`src/rtl/clock_period_meter.sv`:
```
`timescale 1ns/1ps
// clock_period_meter
// Measures a slow, clock-like input in cycles of the fast clock clk_in.
// The input is synchronised and edge-detected, and the period and high time
// are published once per period. Loss of the input is flagged after TIMEOUT
// cycles without a rising edge.
//
// Ports:
//   clk_in     - the only clock, rising edge
//   rst        - asynchronous active-high reset
//   sig_in     - measured signal, asynchronous to clk_in
//   rise_pulse - one-cycle pulse per synchronised rising edge
//   fall_pulse - one-cycle pulse per synchronised falling edge
//   period     - clk_in cycles between the last two rising edges
//   high_time  - clk_in cycles from the last rising edge to the next falling edge
//   meas_valid - one-cycle pulse when period/high_time update
//   locked     - high while periodic measurements are valid
//   lost       - high after a timeout, cleared by the next rising edge
module clock_period_meter #(
   parameter int CNT_WIDTH   = 16,
   parameter int TIMEOUT     = 1024,
   parameter int SYNC_STAGES = 2
) (
   input  logic                 clk_in,
   input  logic                 rst,
   input  logic                 sig_in,
   output logic                 rise_pulse,
   output logic                 fall_pulse,
   output logic [CNT_WIDTH-1:0] period,
   output logic [CNT_WIDTH-1:0] high_time,
   output logic                 meas_valid,
   output logic                 locked,
   output logic                 lost
);

   typedef enum logic [1:0] {
      IDLE   = 2'd0,
      ARMED  = 2'd1,
      LOCKED = 2'd2
   } state_t;

   // Last legal counter value; reaching it without a rising edge is a timeout.
   localparam logic [CNT_WIDTH-1:0] CNT_LAST = CNT_WIDTH'(TIMEOUT - 1);

   logic [SYNC_STAGES-1:0] sync_q;
   logic                   hist_q;
   logic                   e_rise;
   logic                   e_fall;

   state_t                 state_q;
   state_t                 state_d;
   logic [CNT_WIDTH-1:0]   cnt_q;
   logic [CNT_WIDTH-1:0]   cnt_d;
   logic [CNT_WIDTH-1:0]   cnt_inc;
   logic [CNT_WIDTH-1:0]   ht_acc_q;
   logic [CNT_WIDTH-1:0]   ht_acc_d;
   logic                   publish;
   logic                   timeout;

   // Synchroniser chain followed by one history flop for edge detection.
   // NOTE: clocked state uses non-blocking assignments so every flop samples
   // the pre-edge value of its neighbours, regardless of statement order.
   always_ff @(posedge clk_in or posedge rst) begin
      if (rst) begin
         sync_q <= '0;
         hist_q <= 1'b0;
      end else begin
         sync_q <= {sync_q[SYNC_STAGES-2:0], sig_in};
         hist_q <= sync_q[SYNC_STAGES-1];
      end
   end

   assign e_rise = sync_q[SYNC_STAGES-1] & ~hist_q;
   assign e_fall = ~sync_q[SYNC_STAGES-1] & hist_q;

   // State register.
   always_ff @(posedge clk_in or posedge rst) begin
      if (rst) begin
         state_q <= IDLE;
      end else begin
         state_q <= state_d;
      end
   end

   // Next-state, counter and high-time accumulator.
   // NOTE: every signal written here gets a default first, so no path can
   // leave one unassigned and infer a latch.
   always_comb begin
      state_d  = state_q;
      cnt_d    = cnt_q;
      ht_acc_d = ht_acc_q;
      publish  = 1'b0;
      timeout  = 1'b0;
      // Cannot wrap: cnt never exceeds TIMEOUT-1 <= 2^CNT_WIDTH-2.
      cnt_inc  = cnt_q + CNT_WIDTH'(1);

      case (state_q)
         IDLE: begin
            cnt_d = '0;
            if (e_rise) begin
               state_d  = ARMED;
               ht_acc_d = '0;
            end
         end
         ARMED, LOCKED: begin
            if (e_rise) begin
               // A rise on the timeout cycle still counts as a normal edge.
               state_d  = LOCKED;
               publish  = 1'b1;
               cnt_d    = '0;
               ht_acc_d = '0;
            end else if (cnt_q == CNT_LAST) begin
               state_d  = IDLE;
               timeout  = 1'b1;
               cnt_d    = '0;
            end else begin
               cnt_d = cnt_inc;
               if (e_fall) begin
                  ht_acc_d = cnt_inc;
               end
            end
         end
         default: begin
            state_d = IDLE;
            cnt_d   = '0;
         end
      endcase
   end

   // Counter, accumulator and registered outputs.
   always_ff @(posedge clk_in or posedge rst) begin
      if (rst) begin
         cnt_q      <= '0;
         ht_acc_q   <= '0;
         rise_pulse <= 1'b0;
         fall_pulse <= 1'b0;
         period     <= '0;
         high_time  <= '0;
         meas_valid <= 1'b0;
         locked     <= 1'b0;
         lost       <= 1'b0;
      end else begin
         cnt_q      <= cnt_d;
         ht_acc_q   <= ht_acc_d;
         rise_pulse <= e_rise;
         fall_pulse <= e_fall;
         meas_valid <= publish;
         if (publish) begin
            period    <= cnt_inc;
            high_time <= ht_acc_q;
            locked    <= 1'b1;
         end
         if (timeout) begin
            locked <= 1'b0;
            lost   <= 1'b1;
         end
         if (e_rise) begin
            lost <= 1'b0;
         end
      end
   end

endmodule
```
`config.mk`:
```
export PLATFORM = sky130hd
export DESIGN_NAME = clock_period_meter
export DESIGN_NICKNAME = d
export VERILOG_FILES = /design/src/rtl/clock_period_meter.sv
export SDC_FILE = /design/constraint.sdc
export NUM_CORES = 1
export LEC_CHECK = 0
export ABC_AREA = 0
export CAP_MARGIN = 20
export CORE_MARGIN = 2
export CORE_UTILIZATION = 54
export DETAILED_ROUTE_END_ITERATION = 8
export PLACE_DENSITY_LB_ADDON = 0.12
export SYNTH_ARGS = -nofsm -noshare
export SYNTH_HDL_FRONTEND = slang
export SYNTH_SLANG_ARGS = --single-unit
```
`constraint.sdc`:
```
create_clock -name clk_in -period 3.2 [get_ports clk_in]
set_input_delay 0.64 -clock clk_in [delete_from_list [all_inputs] [get_ports clk_in]]
set_output_delay 0.64 -clock clk_in [all_outputs]
set_load 0.01 [all_outputs]
```
======== Yosys cells after proc, flatten, opt, wreduce, memory -nomap -nowiden ========
Cells that the tools add are included.
word-level totals
  bits in registers ....................... 74
  bits of input ports ..................... 3
  output and inout port bits .............. 37
  logic and storage cells ................. 52
cells by class
  add/subtract/negate cells ............... 1
  equal/unequal tests ..................... 7
  muxes and demuxes ....................... 21
  bitwise operators ....................... 4
  reductions and logical operators ........ 7
operators with widths
  kind                                                                      count
  16-bit 2-to-1 mux                                                         7
  16-bit one-hot mux with 2 select lines                                    1
  16-bit by 1-bit adder with 16-bit output (second input constant)          1
  16-bit by 10-bit equality test with 1-bit output (second input constant)  1
  1-bit 2-to-1 mux                                                          9
  3-bit != test (second input constant)                                     3
  2-bit 2-to-1 mux                                                          3
  2-bit nonzero test                                                        3
  2-bit one-hot mux with 2 select lines                                     1
  4-bit AND reduction                                                       1
  1-bit bitwise AND                                                         2
  2-bit by 1-bit equality test with 1-bit output (second input constant)    1
  2-bit equality test (second input constant)                               1
  2-bit zero test                                                           1
  2-bit != test (second input constant)                                     1
  1-bit NOT                                                                 2
  2-bit AND reduction                                                       1
  2-bit OR reduction                                                        1

======== Depth between registers and ports, before layout ========
Gate-level depths: netlist of run 1.
  word-level depth ........................ 6
  mapped depth ............................ 8
  depth with buffers taken out ............ 7

======== Least setup slack after synthesis of run 1 ========
OpenSTA, ideal clock, no wires.
  path kind ............................... flip-flop to flip-flop
  from .................................... reg state_q[0]
  to ...................................... reg ht_acc_q[0]
  setup time .............................. 0.078 ns
  data arrival time ....................... 1.675 ns
  required time ........................... 3.122 ns
  slack ................................... 1.447 ns
  cell stages (with the launch flop) ...... 7
  path buffers ............................ 1
  clock period less this slack ............ 1.753 ns
  cells stage by stage .................... dfrtp_1 -> inv_1 -> ha_1 -> a221oi_2 -> o211ai_1 -> buf_4 -> o2bb2ai_1
between the ends
  cells in the longest elaborated chain, start to end .. 4
  elaborated cells on any way between the ends .. 10
  those cells by class .................... eq/ne (5); mux (1); reduce/logical (4)
ends and longest elaborated chain
  item                                                                                          RTL line  RTL
  start: declaration                                                                            50        state_t state_q;
  start signal: assignment                                                                      81        state_q <= state_d;
  2-bit by 1-bit equality test with 1-bit output / 2-bit equality test (equally long branches)  97        case (state_q)
  2-bit OR reduction                                                                            97
  3-bit != test (no line) / 2-bit nonzero test (equally long branches)                          -
  4-bit AND reduction (no line)                                                                 -
  end signal: assignment                                                                        144       ht_acc_q <= ht_acc_d;
  end: declaration                                                                              55        logic [CNT_WIDTH-1:0] ht_acc_q;
Several ways; a longest one is shown, not always the timed one.
A chain may end at the register's enable or synchronous reset.

======== Final worst setup path of run 1 ========
  from .................................... reg state_q[0]
  to ...................................... reg ht_acc_q[11]
The elaborated chain is that of the path after synthesis.

==> run summary, run 1 <==
Cell internal power was estimated by the tool at 0.00163 W. The length of the first detailed-routing pass in iterations came out at 4. After clock tree synthesis, the clock-pin slew on the worst setup and hold paths is roughly 0.070 ns.

The final max-slew violation count was 0. The initial utilization of the core area, before any placement, comes to 0.564. The number of max-cap violations is 0.

The number of remaining DRC errors is 0. From synthesis to final layout, the design area changed by 23.1%. The clock drives 74 sinks.

The antenna diode count is 0. The critical path in this run is classified as flop to flop. The global-route wire length before repair came out at roughly 9000 µm.

The tree is rooted in a sky130_fd_sc_hd__clkbuf_8. The normalized max-slew margin is 0.620. In this run, CTS created clock tree buffers numbering 9. The post-CTS resize count is 0.

The full die area came out at about 6000 µm². The number of cells on the worst reg-to-reg path is 6. The final design instance area without fill came out at roughly 3600 µm².

The synthesized flop and latch total is 74. The cell count after synthesis is approximately 230. After detailed routing, the number of vias per cell comes to 5.10. The area used by multi-input combinational logic is roughly 960 µm². The hold violation count in the final report came out at 0. Summing all flip-flop and latch instances after layout gives ~1900 µm². The final route contains ~1800 vias. The depth of the worst hold-timing path came out at 0. The mean cell area of the mapped netlist came out at around 13 µm². The switching power share of the total came out at 0.298. The sequential share of power is 0.456.

The global-route usage over all layers is 0.202. The die outline width came out at 77.3 µm. The initial antenna violation count was 0. The overall overflow remaining after global route is 0. The library cells used most frequently in the layout, excluding fill and tap cells, are 74 x sky130_fd_sc_hd__dfrtp_1, 39 x sky130_fd_sc_hd__clkdlybuf4s50_1, 22 x sky130_fd_sc_hd__nand2_1. The pin count of the biggest net entering global routing came out at 51. The cell area after technology mapping came out at around 2900 µm². The number of enable-type register cells in the synthesized netlist is 0. At the end of routability-driven placement, the weighted congestion stood at a little over 0.8.

The top fanout value on the critical path came out at 10. The routed wire length is between 5000 and 6000 µm. The count of buffers from port buffering is 39. The final count of negative-setup-slack endpoints came out at 0. The transition time at the pin with the least slew margin came out at about 0.57 ns.

Hold timing on the final database bottoms out at a slack of about 0.35 ns. In this run the critical register-to-register path is captured at ht_acc_q[11]. The via count of the first global-routing pass came out at around 1800.

The I/O pin count is 40. After clock tree synthesis, the flow added hold-fix buffers numbering 0. The power per standard cell area came out at approximately 650 nW/µm².

The later pin in the worst-skew pair is clocked with a latency of 0.34 ns. The number of synthesis warnings is 0. The tightest min-delay check is of the flop to flop type.

The CTS tree is done. The number of rows created at floorplan is 26. The worst setup path is launched from a flop. The library cell used most frequently in the layout, excluding fill and tap cells, is sky130_fd_sc_hd__dfrtp_1. The net count of the finished layout came out at ~290. Data arrives at the worst endpoint at approximately 2.3 ns.

The run finished with clean final reports. The height of the die came out at 77.3 µm. The sequential element share of the synthesized area is 0.638. The post-layout instance count excluding filler cells is 350. The number of nets in the synthesized netlist is about 240. The number of violations reported at the end of detailed-routing iteration 0 is 117. The most used flip-flop cell after synthesis is sky130_fd_sc_hd__dfrtp_1. The total half-perimeter wirelength after legalization and detailed placement is ~3300 µm. The post-route fraction of the period consumed by the critical path came out at 0.631. The top achievable clock speed is 0.495 GHz. The combinational group share of total power is 0.225. The worst hold path begins at sync_q[0]. The part of the power in the clock network came out at 0.319. Dividing the detail-routed wire length by the instance count gives 14.9 µm. The number of buffers on the longest clock path came out at 2.

The placed instance count came out at around 340. The residual antenna-violating net count after detailed routing is 0. Once placement finished, the instance area stood at ~3400 µm². The share of post-route cells with drive strength above 1 is 0.154.

Setup repair after global routing left no endpoint under its margin. Data on the critical path is required at its endpoint by 3.47 ns. The worst hold path terminates at sync_q[1]. The endpoint kind of the worst setup timing path is a flop.

For this run, asynchronously set or reset flops after synthesis account for 1.00. The clock skew came out at between 0.004 and 0.005 ns. The final total negative setup slack is 0 ns.

Fill cells in the final layout number 404. The total core area is 5140 µm². The reg-to-reg startpoint is state_q[0]. The number of different library cells in the post-synthesis netlist came out at 27. The reported leakage power is around 1.7 nW. The internal reg-to-reg setup slack is 1.18 ns.

The final critical delay including setup and external delays came out at roughly 2.0 ns. In this run the number of H-tree levels came out at 3. In this run the post-CTS setup repair buffer count came out at 0. The peak supply drop came out at 0.000340 V. The net load switching power is between 0.0006 and 0.0007 W.
## worst max-delay path, stage by stage, from the launching register on
cell	delay, ns
sky130_fd_sc_hd__dfrtp_1	0.38
sky130_fd_sc_hd__inv_1	0.07
sky130_fd_sc_hd__ha_1	0.35
sky130_fd_sc_hd__a221oi_2	0.40
sky130_fd_sc_hd__o211ai_1	0.32
sky130_fd_sc_hd__buf_4	0.28
sky130_fd_sc_hd__o2bb2ai_1	0.15
## worst max-delay path by stage
stage                     startpoint      endpoint  slack [ns]  cells past startpoint
after global routing          hist_q   ht_acc_q[6]        0.98                      7
after floorplan                  rst      cnt_q[0]        0.68                      1
after global placement    state_q[0]   ht_acc_q[6]        1.27                      6
final                     state_q[0]  ht_acc_q[11]        1.18                      6
after CTS                 state_q[0]  ht_acc_q[11]        1.15                      6
after detailed placement  state_q[0]  ht_acc_q[10]        1.20                      6
## cells by family after synthesis
family | Yosys count | synth area share
AOI/OAI and AO/OA | 39 | 0.0945
xor gates and xnor gates | 14 | 0.0423
adders and majority gates | 6 | 0.0259
buffers and inverters | 19 | 0.0315
DFF | 74 | 0.638
muxes | 17 | 0.0660
and+or+nand+nor | 60 | 0.101
## state kept, by name, summed over array words and instances, names as in the netlist
register,count
cnt_q,16
fall_pulse,1
high_time,16
hist_q,1
ht_acc_q,16
locked,1
lost,1
meas_valid,1
period,16
rise_pulse,1
state_q,2
sync_q,2
## power groups by stage
stage / sequential (W) / combinational, W / clock (W)
2_1_floorplan: 0.00108 / 0.000369 / 0
4_1_cts: 0.00105 / 0.000530 / 0.000757
6_report: 0.00105 / 0.000521 / 0.000739
3_3_place_gp: 0.00107 / 0.000521 / 0
5_1_grt: 0.00107 / 0.000586 / 0.000797
3_5_place_dp: 0.00107 / 0.000525 / 0
## cells in the mapped netlist, types with 2 or more instances
library cell / n / area share
sky130_fd_sc_hd__xnor2_1: 4 / 0.012
sky130_fd_sc_hd__and3_1: 3 / 0.0065
sky130_fd_sc_hd__mux2_2: 17 / 0.066
sky130_fd_sc_hd__nand2_1: 22 / 0.028
sky130_fd_sc_hd__o2bb2ai_1: 17 / 0.051
sky130_fd_sc_hd__nand3_1: 7 / 0.012
sky130_fd_sc_hd__dfrtp_1: 74 / 0.64
sky130_fd_sc_hd__nor2b_1: 2 / 0.0043
sky130_fd_sc_hd__ha_1: 6 / 0.026
sky130_fd_sc_hd__o21ai_0: 19 / 0.033
sky130_fd_sc_hd__nor2_1: 19 / 0.025
sky130_fd_sc_hd__clkbuf_1: 5 / 0.0065
sky130_fd_sc_hd__xor2_1: 10 / 0.030
sky130_fd_sc_hd__inv_1: 11 / 0.014
## routing by layer
layer | GRT usage | vias to the layer above | part of all wire | routed length, µm
met4 | 0.114 | 0 | 0.016 | 83
met3 | 0.0424 | 8 | 0.037 | 193
met5 | 0 | - | 0 | 0
met1 | 0.290 | 874 | 0.48 | 2510
met2 | 0.286 | 29 | 0.47 | 2420
li1 | - | 873 | - | -
## layout make-up
| class | count | share of cell area |
|---|---|---|
| clock buffer | 13 | 0.0473 |
| timing repair buffer | 44 | 0.120 |
| clock inverter | 2 | 0.00981 |
| sequential | 74 | 0.519 |
| tap | 70 | 0.0245 |
| multi-input combinational | 136 | 0.268 |
| inverter | 11 | 0.0116 |
## per-stage QoR
stage / worst slack, ns / util / power [W]
2_1_floorplan: 0.678 / - / 0.00145
3_3_place_gp: 1.27 / 0.655 / 0.00159
3_5_place_dp: 1.20 / 0.655 / 0.00160
4_1_cts: 1.15 / 0.694 / 0.00234
5_1_grt: 0.984 / 0.694 / 0.00245
6_report: 1.18 / 0.694 / 0.00232
(Power assumes the default switching activity.)
==> run 2, diff against run 1 <==
Settings changed: CORE_UTILIZATION 54 to 48.
Clock period 3.2 ns to 1.8 ns, I/O delays scaled along.
==> run 2 against run 1 <==
Net effect: cell count grew 3.1%; global-route usage shrank 2.4 points; sequential share of layout area shrank 1.9 points; fmax grew 20%; critical endpoint is now ht_acc_q[8]; largest cell class unchanged; highest routed layer unchanged.
==> run summary, run 2 (synthesis results as in run 1) <==
The clock transition at the register clock pins on the worst setup and hold paths after CTS came out at approximately 0.070 ns. Setup violations remaining at the end of the flow were counted as 0. The worst setup path is captured at a flop.

The final core utilization is 0.629. The routed wire length came out at slightly above 5000 µm. The antenna diode count is 0. The setup path with the least slack is of type flop to flop. In this run the critical register-to-register path is launched from cnt_q[1]. The full die area came out at approximately 6700 µm².

The hold violation count in the final report is 0. The reported leakage power came out at between 1.5 and 2 nW. Timing would allow up to 0.595 GHz. The met1 track utilization from global routing came out at 0.279. Including well taps, the total number of placed cells is ~350.

The first TritonRoute pass finished after 4 iterations. The starting utilization of the core area is 0.493. The total half-perimeter wirelength after legalization and detailed placement came out at about 3400 µm. In this run the most critical hold path is launched from sync_q[0].

For this run, design rule violations remaining after detail routing come to 0. The final max-slew violation count is 0. The number of max-cap violations is 0.

The final critical delay including setup and external delays came out at roughly 1.7 ns. Relative to the synthesized area, the layout overhead comes to 27.7%. The count of clock tree sinks is 74. The top fanout value on the critical path came out at 16. The share of total power dissipated in sequential elements is 0.419.

The global-route wire length before repair is between 8000 and 9000 µm. The endpoint arrival time on the critical path came out at between 1.5 and 2 ns. The clock tree root buffer cell is sky130_fd_sc_hd__clkbuf_8. The normalized max-slew margin came out at 0.745. In this run the power spent charging and discharging nets is around 0.0013 W.

Leaving out fill and tap cells, the most frequent cells in the layout are 74 x sky130_fd_sc_hd__dfrtp_1, 39 x sky130_fd_sc_hd__clkdlybuf4s50_1, 22 x sky130_fd_sc_hd__nand2_1. Setup repair after global routing left no endpoint under its margin. The global-route met3 utilization is 0.0462. The run finished with clean final reports. Input and output buffers added on the ports amount to 39. The residual antenna-violating net count after detailed routing is 0.

The part of the power in the clock network came out at 0.325. The transition time at the pin with the least slew margin is between 0.3 and 0.4 ns. The share of total power dissipated in combinational logic is 0.256. The via count of the first global-routing pass is between 1500 and 2000. Entering global routing, the biggest net connects 75 pins.

The final total negative setup slack came out at 0 ns. The later pin in the worst-skew pair is clocked with a latency of roughly 0.33 ns. The depth of the CTS H-tree is 3.

The peak supply drop came out at 0.000546 V. The number of buffers on the longest clock path came out at 2. The die outline width came out at approximately 82 µm. The post-route fraction of the period consumed by the critical path is 0.934.

The via-per-instance ratio came out at around 5.0. The total overflow left after global routing is 0. The internal reg-to-reg setup slack came out at about 0.12 ns.

At the end of the flow, the number of nets in the layout was 290. The initial antenna violation count is 0. The clock skew is approximately 0.0087 ns. With fillers left out, the area of the finished cells amounts to ~3700 µm².

Counting the buffers created by CTS gives 9. The post-layout instance count excluding filler cells is around 360. STA classifies the critical path startpoint as a flop. The global placer's final weighted congestion came out at roughly 0.71. In this run the worst setup path begins at cnt_q[1]. In this run the cell area measured after placement is about 3500 µm². Of the total power, the share spent switching nets is 0.294. TritonCTS built the clock tree.

In the final routed layout, each cell accounts on average for approximately 14 µm. The height of the die is approximately 82 µm. The power per standard cell area came out at 1200 nW/µm².

The floorplan has 28 rows. The worst register-to-register path ends at ht_acc_q[8]. The total core area is between 5000 and 6000 µm². Cell internal power was estimated by the tool at approximately 0.0031 W.

The library cell used most frequently in the layout, excluding fill and tap cells, is sky130_fd_sc_hd__dfrtp_1. The cell count of the worst reg-to-reg path is 6. The global-route usage over all layers is 0.178. The I/O pin count came out at 40. The required arrival time at the worst endpoint is 2.05 ns.

Of the cells placed in the final design, the portion with a size suffix greater than 1 is 0.178. For this run, global-route usage on met2 was measured as 0.234. The layer flagged by global routing as most heavily used is met1.

The vias after detailed routing came out at 1821. After the first detailed-routing iteration, the DRC count stood at 84. The most critical setup path has its endpoint at ht_acc_q[8]. The type of the tightest min-delay check is flop to flop.
==> run 2: worst min path at each step <==
stage	endpoint	slack, ns	cells after the start
after floorplan	sync_q[1]	0.33	0
after global placement	sync_q[1]	0.33	0
after detailed placement	sync_q[1]	0.36	0
after CTS	sync_q[1]	0.37	0
after global routing	sync_q[1]	0.39	0
final	sync_q[1]	0.36	0
==> run 2: timing repair <==
item / in CTS / in global routing
buffers inserted: 0 / 0
endpoints found under the hold margin: 0 / 0
resized for setup: 0 / 4
endpoints found under the setup margin: 0 / 17
hold buffers: 0 / 0
==> run 2: worst max-delay path, cell delays in order (launching register included) <==
cell                        delay (ns)
sky130_fd_sc_hd__dfrtp_1          0.37
sky130_fd_sc_hd__ha_1             0.19
sky130_fd_sc_hd__and3_4           0.23
sky130_fd_sc_hd__nand3b_4         0.10
sky130_fd_sc_hd__or3_4            0.43
sky130_fd_sc_hd__nand2_8          0.16
sky130_fd_sc_hd__o2bb2ai_1        0.13
==> run 2: power by group through the flow <==
stage | combinational (W) | sequential, W | clock [W]
2_1_floorplan | 0.000656 | 0.00192 | 0
3_3_place_gp | 0.00107 | 0.00189 | 0
3_5_place_dp | 0.00109 | 0.00190 | 0
4_1_cts | 0.00110 | 0.00187 | 0.00147
5_1_grt | 0.00126 | 0.00188 | 0.00155
6_report | 0.00114 | 0.00186 | 0.00145
==> run 2: stage by stage <==
step / total power [W] / hold slack (ns) / setup WS, ns
after floorplan: 0.00258 / 0.331 / 0.0470
after global placement: 0.00296 / 0.333 / 0.106
after detailed placement: 0.00299 / 0.356 / 0.0709
after CTS: 0.00444 / 0.372 / 0.0535
after global routing: 0.00469 / 0.385 / 0.00581
final: 0.00445 / 0.365 / 0.119
==> run 2: cell type report <==
type	count	area, µm²
clock buffers	12	155
clock inverters	4	73.8
fillers	471	2180
inverters	11	45.0
multi-input cells	136	981
flip-flops and latches	74	1850
well taps	75	93.8
repair buffers	49	503
==> run 2: per-layer routing <==
layer	vias up	share of wire	wire length (µm)
met4	0	0.014	74
li1	881	-	-
met3	7	0.031	163
met5	-	0	0
met1	901	0.52	2710
met2	32	0.43	2240
==> run 3, diff against run 2 <==
Settings changed: CORE_UTILIZATION 48 to 58.
Clock period 1.8 ns to 2.15 ns, I/O delays scaled along.
==> run 3 against run 2 <==
Net effect: hold slack got worse by 0.011 ns; highest routed layer unchanged; sequential cell count stayed put; cell count fell by 3.6%; clock-buffer cell count rose by 1.
==> run summary, run 3 (synthesis results as in run 1) <==
STA classifies the critical path startpoint as a flop. The die outline width is around 75 µm. The number of max-cap violations came out at 0. The power per standard cell area came out at 966 nW/µm². In this run the worst path has a maximum fanout of 16. The clock transition at the register clock pins on the worst setup and hold paths after CTS is 0.07 ns.

After the first detailed-routing iteration, the DRC count stood at 108. STA classifies the critical path endpoint as a flop. The starting utilization of the core area is 0.606. TritonCTS built the clock tree. Summing all multi-input logic gate instances after layout gives 957 µm². Counting cells, the worst reg-to-reg path comes to 6. At the later pin of the worst-skew pair, clock insertion delay measures about 0.34 ns.

The total core area came out at roughly 4800 µm². The via-per-instance ratio is 5.27. The library cells used most frequently in the layout, excluding fill and tap cells, are 74 x sky130_fd_sc_hd__dfrtp_1, 39 x sky130_fd_sc_hd__clkdlybuf4s50_1, 22 x sky130_fd_sc_hd__nand2_1. For hold timing, the worst endpoint is sync_q[1]. The routed wire length came out at approximately 5200 µm. The pin count of the biggest net entering global routing is 75. The final total negative setup slack is 0 ns. The final max-slew violation count came out at 0. Once placement finished, the instance area stood at 3390 µm². The path type of the worst setup path is flop to flop.

The number of buffers created by CTS came out at 9. In this run the remaining antenna-violating nets after routing total 0. Compared with the post-synthesis result, the final layout area differs by 23.8%.

The global-route wire length before repair came out at just under 9000 µm. The I/O pin count is 40. The normalized max-slew margin is 0.685.

Derived from the worst setup path, the maximum achievable clock frequency is just over 0.5 GHz. The initial antenna violation count came out at 0. In this run the most critical hold path is launched from sync_q[0]. The count of clock tree sinks came out at between 70 and 80. The length of the first detailed-routing pass in iterations is 4. The most common library cell in the layout ignoring fill and taps is sky130_fd_sc_hd__dfrtp_1. The flow ran to the end, and the final reports show no timing, DRC or antenna violations.

For this run, the post-layout net count is around 290. The final count of negative-setup-slack endpoints is 0. The H-tree was split into 3 levels. The internal reg-to-reg setup slack is 0.23 ns. The post-route worst setup slack came out at 0.226 ns.

The hold violation count in the final report is 0. The total half-perimeter wirelength after legalization and detailed placement came out at 3470 µm. The required arrival time at the worst endpoint came out at 2.41 ns. Counting instances, the worst hold path has a depth of 0. The routed layout has about 1800 vias. The global-route usage over all layers came out at 0.214. CTS placed an instance of sky130_fd_sc_hd__clkbuf_8 at the clock tree root. The die covers between 5000 and 6000 µm².

Setup repair after global routing left no endpoint under its margin. The start point of the critical path is state_q[1]. The via count of the first global-routing pass came out at between 1500 and 2000.

The reported leakage power is around 1.7 nW. The reg-to-reg startpoint is state_q[1]. The peak supply drop is between 0.0005 and 0.0006 V. Global routing finished with a remaining overflow of 0. The post-route fraction of the period consumed by the critical path came out at 0.895.

Of the cells placed in the final design, the portion with a size suffix greater than 1 is 0.157. The wire length per cell came out at around 15 µm. The finished cells cover roughly 3600 µm². The post-CTS resize count came out at 0. Prior to clock tree synthesis, the placed netlist has a worst setup slack of 0.215 ns. For this run, design rule violations remaining after detail routing come to 0. The final critical delay including setup and external delays is about 1.9 ns. The area taken by flip-flops and latches came out at 1850 µm². The antenna diode count is 0. The number of hold buffers added after CTS was 0.

At the worst endpoint, the arrival time is roughly 2.2 ns. Measured along the y axis, the die boundary spans about 75 µm. The congestion estimate from routability-driven global placement came to 0.908.

The total setup buffers inserted after CTS came out at 0. At the pin with the least slew margin, the transition time is 0.470 ns. The number of buffers on the longest clock path is 2. The count of buffers from port buffering is 39. The clock skew is roughly 0.0046 ns. The end of the worst register-to-register path is ht_acc_q[6]. The final-layout fill cell count came out at 351. The path class of the tightest hold or removal check is flop to flop. The number of rows created at floorplan came out at 25.
==> run 3: cell types whose count changed in the layout (fill, tap and decap cells not counted), sizes merged <==
cell    before  now
bufinv       2    1
clkbuf      12   13
buf         10    6
clkinv       2    1
==> run 3: metal layers <==
layer,global-route usage,share of wire,up-vias
li1,-,-,874
met1,0.287,0.46,909
met2,0.323,0.48,44
met3,0.0589,0.040,7
met4,0.115,0.016,0
met5,0,0,-
==> run 3: cell type report <==
class,count,area share
Tap cell,67,0.0234
Inverter,11,0.0125
Clock inverter,2,0.00976
Multi-Input combinational cell,136,0.267
Timing Repair Buffer,45,0.125
Clock buffer,13,0.0471
Sequential cell,74,0.516
==> run 3: worst max path at each step <==
| stage | endpoint | cells after the start |
|---|---|---|
| global route | ht_acc_q[11] | 6 |
| CTS | ht_acc_q[6] | 6 |
| floorplan | ht_acc_q[0] | 6 |
| global placement | ht_acc_q[15] | 6 |
| detailed placement | ht_acc_q[6] | 6 |
| finish | ht_acc_q[6] | 6 |
==> run 3: worst max-delay path: stages, from the launching register on <==
cell and delay [ns]:
sky130_fd_sc_hd__dfrtp_1 0.37, sky130_fd_sc_hd__inv_1 0.07, sky130_fd_sc_hd__ha_1 0.34, sky130_fd_sc_hd__nand2_1 0.22, sky130_fd_sc_hd__or3_4 0.48, sky130_fd_sc_hd__nand2_4 0.21, sky130_fd_sc_hd__o2bb2ai_1 0.16
==> run 3: where the power goes <==
| group | internal (W) | leakage [nW] | switching, W |
|---|---|---|---|
| combinational | 0.000313 | 0.563 | 0.000494 |
| clock | 0.000623 | 0.106 | 0.000462 |
| sequential | 0.00150 | 1.01 | 0.0000730 |
| total | 0.00244 | 1.68 | 0.00103 |
==> run 3: stage by stage <==
stage | util | hold slack [ns] | instances | power [W]
6_report | 0.750 | 0.353 | 348 | 0.00347
5_1_grt | 0.750 | 0.367 | 348 | 0.00366
4_1_cts | 0.750 | 0.355 | 348 | 0.00350
3_5_place_dp | 0.707 | 0.339 | 333 | 0.00241
3_3_place_gp | 0.707 | 0.335 | 333 | 0.00239
2_1_floorplan | - | 0.331 | 229 | 0.00216
==> variant 1 (config.mk and constraints of run 2) <==
Make the reset (`rst`) synchronous in 3 clocked blocks. Comments in the files are not updated.
--- a/src/rtl/clock_period_meter.sv
+++ b/src/rtl/clock_period_meter.sv
@@ -60,7 +60,7 @@
    // Synchroniser chain followed by one history flop for edge detection.
    // NOTE: clocked state uses non-blocking assignments so every flop samples
    // the pre-edge value of its neighbours, regardless of statement order.
-   always_ff @(posedge clk_in or posedge rst) begin
+   always_ff @(posedge clk_in) begin
       if (rst) begin
          sync_q <= '0;
          hist_q <= 1'b0;
@@ -74,7 +74,7 @@
    assign e_fall = ~sync_q[SYNC_STAGES-1] & hist_q;
 
    // State register.
-   always_ff @(posedge clk_in or posedge rst) begin
+   always_ff @(posedge clk_in) begin
       if (rst) begin
          state_q <= IDLE;
       end else begin
@@ -128,7 +128,7 @@
    end
 
    // Counter, accumulator and registered outputs.
-   always_ff @(posedge clk_in or posedge rst) begin
+   always_ff @(posedge clk_in) begin
       if (rst) begin
          cnt_q      <= '0;
          ht_acc_q   <= '0;
Check against the original RTL: differs if rst is asserted again (counterexample within 4 cycles, from zero or initial values and one cycle with rst high); with rst held inactive, the same outputs for 10 cycles.
==> variant 1 against run 2 <==
  * The flow now finishes with violations (setup timing)
  * Cell area grew 1.4%
  * Setup slack lost 200 ps
  * Core utilization grew 4.8 points
  * Sequential cell count is the same
  * Routed wire length grew 19%
  * Area after synthesis shrank 4.4%
  * Critical path depth shrank 2
  * Die area shrank 4.2%
  * Critical path type unchanged
Power is not compared: it rests on default switching activity, and its combinational part moved more than twofold at a synthesized area within 25%.
==> variant 1: results (changes against run 2) <==
Run status
  • Outcome: complete, but fails checks
  • Failing checks: setup timing

Routing
  • Drt total wl: 6180 um (+19%)
  • Iter 0 DRT Violations: 95 (+13%)
  • Vias/cell: 5.11 (+1.2%)

Clock tree
  • Total CTS buffers: 9 (unchanged)
  • H-tree depth: 3 (unchanged)
  • Skew-Pair Late Insertion Delay: 350 ps (+20 ps)

Power
  • Peak supply drop: 606 uV

Setup path
  • CP max stage delay: 540 ps (+110 ps)
  • Crit path max-delay family: simple AND/OR/NAND/NOR gates
  • Reg-to-reg slack, setup: -90 ps (-200 ps)
  • CP startpoint: cnt_q[15]
  • CP max FO: 8 (-8)
  • Slowest-stage cell, CP: or4_4
  • Arrival time worst endpoint: 2150 ps (+210 ps)

Logic synthesis
  • Post-synthesis sequential area ratio: 53.4% (-10 points)
  • Commonest cells in the synthesized netlist: dfxtp_1, nand2_1, nor2_1, inv_1, a21oi_1
  • Synth warn: 0 (unchanged)
  • Yosys cell types: 32 (+19%)
  • Syn nets: 308 (+29%)
  • Most frequent cell after synthesis: dfxtp_1
  • Post-synth ARST share: 0% (-100 points)
  • Dominant cells by area after synthesis: dfxtp_1, nand2_1, nor2_1, o22ai_2, a211oi_1

Placed design
  • Gpl congestion: 0.821 (+16%)
  • DP Area: 3430 um2 (-0.62%)
  • Post-DP HPWL: 3940 um (+16%)

Timing
  • Tightest Pin Transition: 516 ps (+133 ps)
  • Setup slack after layout: -85.0 ps (-204 ps)
  • Final setup viols: 19 (+19)
  • Clock Skew: 9.48 ps (+0.777 ps)
  • Hold_ws: 454 ps (+89.0 ps)

Global route
  • Number of global-route vias before repair: 2,187 (+22%)
  • Global-route wire length before repair: 10,100 um (+16%)
  • All-Layer GR Usage: 20.8% (+3.0 points)
  • Largest net degree at the start of global routing: 48 (-36%)
  • Antenna violations before repair: 0 (unchanged)

Hold path
  • Hold Crit Start: sync_q[0]

Layout
  • Share of cells above drive strength 1: 22.4% (+4.6 points)
  • Final #Nets: 372 (+28%)
  • Antenna diode count: 0 (unchanged)
==> variant 1: per-layer routing <==
metal | GRT usage (%) | share of wire (%)
met1 | 26.9 | 50
met2 | 33.3 | 46
met3 | 4.41 | 2.4
met4 | 9.32 | 1.5
met5 | 0 | 0
==> variant 1: report_power, final <==
part	total [mW]	internal (mW)	switching [mW]
registers	1.65	1.65	0.00578
logic	0.132	0.0550	0.0771
clock network	1.60	0.992	0.606
==> variant 1: repair_timing <==
item | 4_1_cts | 5_1_grt
endpoints found under the hold margin | 0 | 0
cloned | 1 | 2
setup buffers | 0 | 2
pin swaps | 2 | 3
resized for setup | 5 | 3
setup endpoints to repair | 33 | 34
==> variant 1: layout make-up <==
cell class              count  area (um2)
multi-input cells         190        1220
fillers                   460        1790
clock buffers              11         151
well taps                  72        90.1
inverters                  23        86.3
clock inverters             5         100
flip-flops and latches     74        1490
repair buffers             67         613
==> variant 1: per-stage QoR <==
step                      util, %  setup TNS [ps]  std cells  setup slack [ps]
after global placement       61.9           -4680        421              -232
final                        67.8           -1130        442             -85.0
after detailed placement     61.9           -5230        421              -251
after floorplan                 -           -1440        301              -164
after global routing         67.8           -1950        442              -128
after CTS                    67.0           -1040        438             -75.3
==> variant 1: final timing paths <==
path	cells after the start	end
worst max register to register	4	ht_acc_q[15]
worst min register to register	1	sync_q[1]
worst max-delay path	4	ht_acc_q[15]
worst min-delay path	1	sync_q[1]
==> variant 1: cell families (layout without fill, tap and decap cells) <==
logic type | count (synthesis) | in the layout | synth area share, %
buffers and inverters | 40 | 106 | 6.27
XOR/XNOR | 14 | 14 | 4.42
adder cells (fa/ha/maj) | 4 | 4 | 1.81
flip-flops | 74 | 74 | 53.4
AO/OA/AOI/OAI | 56 | 57 | 15.0
AND/OR/NAND/NOR | 113 | 115 | 19.0
==> variant 2 (flow settings as in run 2) <==
Without the edit above. The parameter `TIMEOUT` goes from 1024 to 512.
--- a/src/rtl/clock_period_meter.sv
+++ b/src/rtl/clock_period_meter.sv
@@ -18,7 +18,7 @@
 //   lost       - high after a timeout, cleared by the next rising edge
 module clock_period_meter #(
    parameter int CNT_WIDTH   = 16,
-   parameter int TIMEOUT     = 1024,
+   parameter int TIMEOUT     = 512,
    parameter int SYNC_STAGES = 2
 ) (
    input  logic                 clk_in,
Behaviour: no difference found for any inputs over 10 cycles, from zero or initial values and one cycle with rst high; that may be too few to reach the edited logic, so the function may still have changed.
==> variant 2 against run 2 <==
  * Sequential power about the same
  * Cell area increased by 4.3%
  * Setup slack got worse by 310 ps
  * Routed wire length increased by 7.5%
  * Area after synthesis increased by 0.22%
  * The flow now finishes with violations (setup timing)
  * Critical endpoint is now ht_acc_q[15]
  * Critical path depth decreased by 1
  * Power decreased by 2.0%
  * Sequential cell count unchanged
==> variant 2: results (changes against run 2) <==
Run status
  • Outcome: complete, but fails checks
  • Failing checks: setup timing

Logic synthesis
  • Commonest cells in the synthesized netlist: dfrtp_1, nand2_1, nor2_1, mux2_2, o2bb2ai_1
  • Syn nets: 240 (+0.84%)
  • Post-synth ARST share: 100% (unchanged)
  • Post-synthesis sequential area ratio: 63.7% (-0.14 points)
  • Dominant cells by area after synthesis: dfrtp_1, mux2_2, o2bb2ai_1, xnor2_1, o21ai_0
  • Yosys cell types: 30 (+11%)

Timing
  • Clock Skew: 9.94 ps (+1.23 ps)
  • TNS Setup: -3640 ps (-3640 ps)
  • Hold_ws: 351 ps (-13.2 ps)
  • Setup slack after layout: -196 ps (-315 ps)
  • Final setup viols: 31 (+31)
  • Max_slew headroom: 73.9% (-0.57 points)

Global route
  • All-Layer GR Usage: 19.2% (+1.4 points)
  • Antenna violations before repair: 0 (unchanged)
  • Global-route wire length before repair: 9470 um (+8.3%)
  • Number of global-route vias before repair: 1,912 (+6.8%)

Setup path
  • Worst reg2reg path depth: 5 (-1)
  • Arrival time worst endpoint: 2250 ps (+310 ps)
  • Reg2reg end: ht_acc_q[15]
  • R2r startpoint: cnt_q[15]
  • CP max FO: 6 (-10)

Placed design
  • DP Area: 3600 um2 (+4.3%)
  • Gpl congestion: 0.839 (+18%)
  • Post-DP HPWL: 3740 um (+10%)

Power
  • Peak supply drop: 623 uV (+14%)
  • Pleak: 1.76 nW (+2.3%)

Clock tree
  • Longest Clk Path Bufs: 2 (unchanged)
  • H-tree depth: 3 (unchanged)
  • Skew-Pair Late Insertion Delay: 350 ps (+20 ps)
  • Clk root buf: clkbuf_8
  • Total CTS buffers: 9 (unchanged)

Routing
  • Vias/cell: 5.09 (+0.83%)
  • DR WL/cell: 14.6 um (+1.6%)
  • Iter 0 DRT Violations: 97 (+15%)

Layout
  • Antenna diode count: 0 (unchanged)
  • Final #Nets: 312 (+7.6%)
  • Share of cells above drive strength 1: 23.1% (+5.3 points)
-- variant 2: cell count changes after synthesis, moves of 2 or more --
cell      before  now
xnor2_1        4   10
xor2_1        10    4
nor3_1         0    4
and3_1         3    0
nand3_1        7    4
nand4_1        1    4
o21ai_0       19   16
nand2b_1       0    2
nor4_1         1    3
or4_4          0    2
-- variant 2: final cells by class --
class                      instances  area (um2)
clock buffer                      12         145
clock inverter                     3        40.0
fill                             475        2020
inverter                          10        41.3
multi-input combinational        138        1010
sequential                        74        1850
tap                               75        93.8
timing repair buffer              70         679
-- variant 2: repair_timing --
| item | 4_1_cts | 5_1_grt |
|---|---|---|
| buffers inserted | 0 | 4 |
| setup endpoints to repair | 31 | 31 |
| endpoints found under the hold margin | 0 | 0 |
| resized for setup | 2 | 8 |
| pin swaps | 0 | 1 |
| hold buffers | 0 | 0 |
-- variant 2: per-layer routing --
metal / wire [um] / track usage (%)
met5: 0 / 0
met4: 33 / 7.00
met3: 286 / 6.70
met2: 2580 / 27.6
met1: 2690 / 27.1
-- variant 2: metrics by stage --
stage                     std cells  util [%]
after CTS                       378      64.5
after floorplan                 231         -
after detailed placement        363      61.1
final                           382      65.6
after global placement          363      61.1
after global routing            382      65.6
-- variant 2: worst max-delay path by stage --
stage	from	end	slack (ps)
final	cnt_q[15]	ht_acc_q[15]	-200
after global routing	cnt_q[15]	ht_acc_q[6]	-270
after CTS	cnt_q[15]	ht_acc_q[15]	-210
after detailed placement	cnt_q[15]	ht_acc_q[7]	-200
after global placement	cnt_q[15]	ht_acc_q[3]	-150
after floorplan	cnt_q[15]	ht_acc_q[4]	-160
-- variant 2: cells by family (layout without fill, tap and decap cells) --
group                    count (synthesis)  after routing  share of synthesized area [%]
multiplexers                            17             17                           6.59
AO/OA/AOI/OAI                           38             38                           9.56
flip-flops                              74             74                           63.7
XOR/XNOR                                14             14                           4.22
AND/OR/NAND/NOR                         63             63                           10.5
buffers and inverters                   19             95                           2.80
adder cells (fa/ha/maj)                  6              6                           2.58
-- variant 2: power breakdown --
group | internal (mW) | switching, mW | total [mW]
logic | 0.585 | 0.677 | 1.26
registers | 1.79 | 0.0690 | 1.86
clock network | 0.667 | 0.569 | 1.24
total | 3.05 | 1.32 | 4.36
-- variant 2: critical path, cell delays in order, from the launching register on --
cell and delay, ps:
dfrtp_1 380, or4_4 530, or4_4 540, o21ai_4 160
buf_4 170, o2bb2ai_1 120
